File: src/rtl/alu_exec.sv
// -----------------------------------------------------------------------------
// alu_exec
//
// Sequencer that hands one operation at a time to an external combinational
// ALU. A request is latched in IDLE. The ALU is enabled for one EXEC cycle, and
// its result and flags are captured on the EXEC->DONE edge. A one-cycle done
// pulse then marks completion. At most one operation is accepted every three
// cycles.
//
// Ports
//   clk         rising-edge clock for all state
//   reset       synchronous active-high reset
//   start       request one operation (sampled only in IDLE)
//   opcode_in   operation code, latched on accept
//   op_a/op_b   operands, latched on accept
//   use_carry   1 = feed stored C flag to the ALU carry-in, latched on accept
//   alu_out     result returned by the ALU
//   alu_flags   flags returned by the ALU, {P,S,Z,O,C}
//   alu_oe      ALU output enable (EXEC only)
//   alu_opcode  latched opcode to the ALU
//   alu_in1/2   latched operands to the ALU
//   alu_carry   ALU carry-in
//   busy        high in EXEC and DONE
//   done        one-cycle completion pulse
//   result      last captured ALU result
//   flags       last captured ALU flags
// -----------------------------------------------------------------------------
module alu_exec #(
  parameter int width       = 16,
  parameter int flags_width = 5
) (
  input  logic                   clk,
  input  logic                   reset,
  input  logic                   start,
  input  logic [3:0]             opcode_in,
  input  logic [width-1:0]       op_a,
  input  logic [width-1:0]       op_b,
  input  logic                   use_carry,
  input  logic [width-1:0]       alu_out,
  input  logic [flags_width-1:0] alu_flags,
  output logic                   alu_oe,
  output logic [3:0]             alu_opcode,
  output logic [width-1:0]       alu_in1,
  output logic [width-1:0]       alu_in2,
  output logic                   alu_carry,
  output logic                   busy,
  output logic                   done,
  output logic [width-1:0]       result,
  output logic [flags_width-1:0] flags
);

  typedef enum logic [1:0] {
    IDLE = 2'd0,
    EXEC = 2'd1,
    DONE = 2'd2
  } state_t;

  state_t           state;
  logic [3:0]       opcode_q;
  logic [width-1:0] a_q;
  logic [width-1:0] b_q;
  logic             carry_q;

  // NOTE: every register below uses non-blocking assignment, so all state
  // updates see the pre-edge values and simulate the way the flops behave.
  always_ff @(posedge clk) begin
    if (reset) begin
      state    <= IDLE;
      opcode_q <= '0;
      a_q      <= '0;
      b_q      <= '0;
      carry_q  <= 1'b0;
      result   <= '0;
      flags    <= '0;
      alu_oe   <= 1'b0;
      busy     <= 1'b0;
      done     <= 1'b0;
    end else begin
      case (state)
        IDLE: begin
          if (start) begin
            opcode_q <= opcode_in;
            a_q      <= op_a;
            b_q      <= op_b;
            carry_q  <= use_carry;
            state    <= EXEC;
            alu_oe   <= 1'b1;
            busy     <= 1'b1;
          end
        end
        EXEC: begin
          // The only edge at which the ALU response is observed.
          result <= alu_out;
          flags  <= alu_flags;
          state  <= DONE;
          alu_oe <= 1'b0;
          done   <= 1'b1;
        end
        DONE: begin
          state <= IDLE;
          done  <= 1'b0;
          busy  <= 1'b0;
        end
        default: begin
          state  <= IDLE;
          alu_oe <= 1'b0;
          busy   <= 1'b0;
          done   <= 1'b0;
        end
      endcase
    end
  end

  assign alu_opcode = opcode_q;
  assign alu_in1    = a_q;
  assign alu_in2    = b_q;
  // The carry-in uses the stored C flag. During EXEC this is the flag from the
  // previous operation, because the new flags land only on the EXEC->DONE edge.
  assign alu_carry  = carry_q & flags[0];

endmodule

File: config.mk
export PLATFORM = sky130hd
export DESIGN_NAME = alu_exec
export DESIGN_NICKNAME = d
export VERILOG_FILES = /design/src/rtl/alu_exec.sv
export SDC_FILE = /design/constraint.sdc
export NUM_CORES = 1
export LEC_CHECK = 0
export CORE_MARGIN = 2
export CORE_UTILIZATION = 40
export DETAILED_ROUTE_END_ITERATION = 10
export DONT_BUFFER_PORTS = 1
export GPL_TIMING_DRIVEN = 1
export PLACE_DENSITY = 0.64
export SYNTH_ARGS = -nofsm -noshare
export SYNTH_HDL_FRONTEND = slang
export SYNTH_SLANG_ARGS = --single-unit
export TNS_END_PERCENT = 1
File: constraint.sdc
create_clock -name clk -period 2 [get_ports clk]
set_input_delay 0 -clock clk [delete_from_list [all_inputs] [get_ports clk]]
set_output_delay 0 -clock clk [all_outputs]
set_load 0.01 [all_outputs]
==> out/metrics.cfg <==
[cells_and_area]
final_util_pct=56.7
drive_gt1_share_pct=6.25
areaGrowthSynthToFinish_pct=38.8
register_area_mm2=0.00126
multi_input_area_um2=813
fin_nets=392
n_antenna_cell=0
nFillCells=456

[floorplanning]
die_height_um=78.5
rows=27
die_w_um=78.5
io_pins=122
initial_core_util_pct=40.8
core_area_mm2=0.00544
dieArea_mm2=0.00616

[worst_hold_path]
holdCritPathClass=primary input to register

[yosys]
avgSynthCellArea_um2=8.17
synthFlopType=dfxtp_1
ys_seq_area_share_pct=56.8
synth_top_family_by_area=simple AND/OR/NAND/NOR gates
synth_common_cells=nand2_1, dfxtp_1, a21oi_1
synth_area_mm2=0.00222
ys_warn_count=0
synth_compound_area_share_pct=13.5
synth_area_leaders=dfxtp_1, nand2_1, a21oi_1, buf_6, clkbuf_1
ys_ff_latch=63
ys_types=15
yosys.cell_count.top_type=nand2_1
synth_edf_count=0
synth.mux.area_fraction_pct=0
synth_fp_nets=333
synth-xor-area-share_pct=0
synth_simple_gate_area_share_pct=23.1
synth-async-reset-ratio_pct=0
yosysTopAreaCell=dfxtp_1
synth_fa_ha_area_share_pct=0
synth_top_area_share_pct=56.8
syn_inst=272

[worst_setup_path]
crit_start=state[1]
worstSetupPathType=register to register
crit_arrival_ns=2.13
r2r_cells=5
r2r_setup_slack_ns=0.08
crit_required_ns=2.21
crit_end=alu_in1[5]
r2r_start=state[1]
end_kind=register
timing.rr.end=alu_in1[5]
critical_path_peak_fanout=37
crit_path_start_kind=register

[pwr]
p_per_area_mw_per_mm2=944
pwr-share-clk_pct=41.7
p_int_mw=2.24
p_leak_nw=1.18
power.net_switching_uw=663
swShare_pct=22.8
seq_power_share_pct=48.6
comb_power_share_pct=9.7
vdd_drop_max_mv=0.517

[timing]
tightest_slew_ns=0.380
hold_viol_final=0
finClkSkew_ns=0.00575
finalMaxSlewViolations=0
rsz0062_at_grt=false
setup_tns_ns=0
setup_viol=0
post-route-period-util_pct=95.9
fin_crit_ns=1.92
fmax_mhz=521
slew_headroom_pct=74.7

[clock_network]
cts_buffer_depth=2
htreeDepth=3
cts_tree=yes
cts_root_buffer=clkbuf_8
cts_hold_buf=63
cts-buffers-inserted=9
cts_setup_buffers=0
cts_resized=0
cts.sinks=63
clk_pin_slew_ns=0.07
clk-insertion-delay-late_ns=0.32

[route]
drc=0
via_per_inst=4.78
vias=1949
wl_per_cell_um=13.5
detail_route.first_pass.iterations=4
finalWirelength_um=5500
drt_iter0_drc=67
antenna_left=0

[global_route]
grt_first_pass_wirelength_um=8740
grt_pass1_vias=1940
grt_start_max_net_pins=64
groute.usage.overall_pct=18.3
antenna_found_initial=0
grt_overflow=0

[flow_run]
drv_cap=0

[place]
port_buffers=0
dp_hpwl_um=3080
globalplace.congestion=0.624

[status]
run_status=completed

## area by class of cell
| cell class | count | area share (%) |
|---|---|---|
| flip-flops and latches | 63 | 40.9 |
| multi-input cells | 187 | 26.4 |
| repair buffers | 68 | 22.2 |
| clock buffers | 13 | 5.16 |
| well taps | 72 | 2.92 |
| clock inverters | 3 | 2.11 |
| inverters | 2 | 0.244 |
## routing by layer
layer / share of wire, % / GRT usage (%)
met1: 40 / 18.4
met5: 0 / 0
met4: 2.3 / 9.47
met3: 11 / 8.16
met2: 46 / 31.9
## placed cells by master (no fill, tap or decap), types with 3 or more instances in the layout
cell type and n:
a21oi_1 60, buf_4 5, clkbuf_8 11, dfxtp_1 63
dlygate4sd3_1 62, nand2_1 116, nor3_1 3
## critical path, cell delays in order, from the launching register on
cell and delay, ns:
dfxtp_1 0.39, or3b_1 0.40, buf_4 0.25, nand2_1 0.12, a21oi_1 0.06, dlygate4sd3_1 0.57
## sequential cells by signal, indices dropped and copies added (netlist names)
signal and count:
alu_in1 16, alu_in2 16, result 16, flags 5, alu_opcode 4, state 2
alu_oe 1, busy 1, carry_q 1, done 1
## stage by stage
step	power (mW)	instance area, um^2	hold slack, ns	cells	worst slack, ns
5_1_grt	3.05	3080	0.0169	408	0.00504
3_5_place_dp	1.60	2210	0.0759	329	0.649
2_1_floorplan	1.59	2220	0.136	272	0.706
3_3_place_gp	1.59	2210	0.0741	329	0.704
6_report	2.91	3080	0.000447	408	0.0812
4_1_cts	2.95	3080	0.000964	408	0.106
## logic make-up after synthesis
logic type / Yosys count
simple gates: 127
flops: 63
compound gates: 60
buf+inv: 22
## how the worst min path moves through the flow
| stage | startpoint | end | slack, ns | cells past startpoint |
|---|---|---|---|---|
| floorplan | use_carry | carry_q | 0.14 | 2 |
| global placement | reset | alu_in1[6] | 0.07 | 1 |
| detailed placement | reset | alu_in1[2] | 0.08 | 1 |
| CTS | reset | alu_in2[14] | 0.001 | 2 |
| global route | reset | alu_in2[14] | 0.02 | 2 |
| finish | reset | alu_in2[14] | 0.0004 | 2 |
## power by group through the flow
stage,Sequential [mW],Clock (mW),Combinational [mW]
floorplan,1.42,0,0.169
global placement,1.44,0,0.152
detailed placement,1.44,0,0.158
CTS,1.41,1.25,0.279
global route,1.42,1.31,0.316
finish,1.41,1.21,0.281
Power figures use the tool's default switching activity.
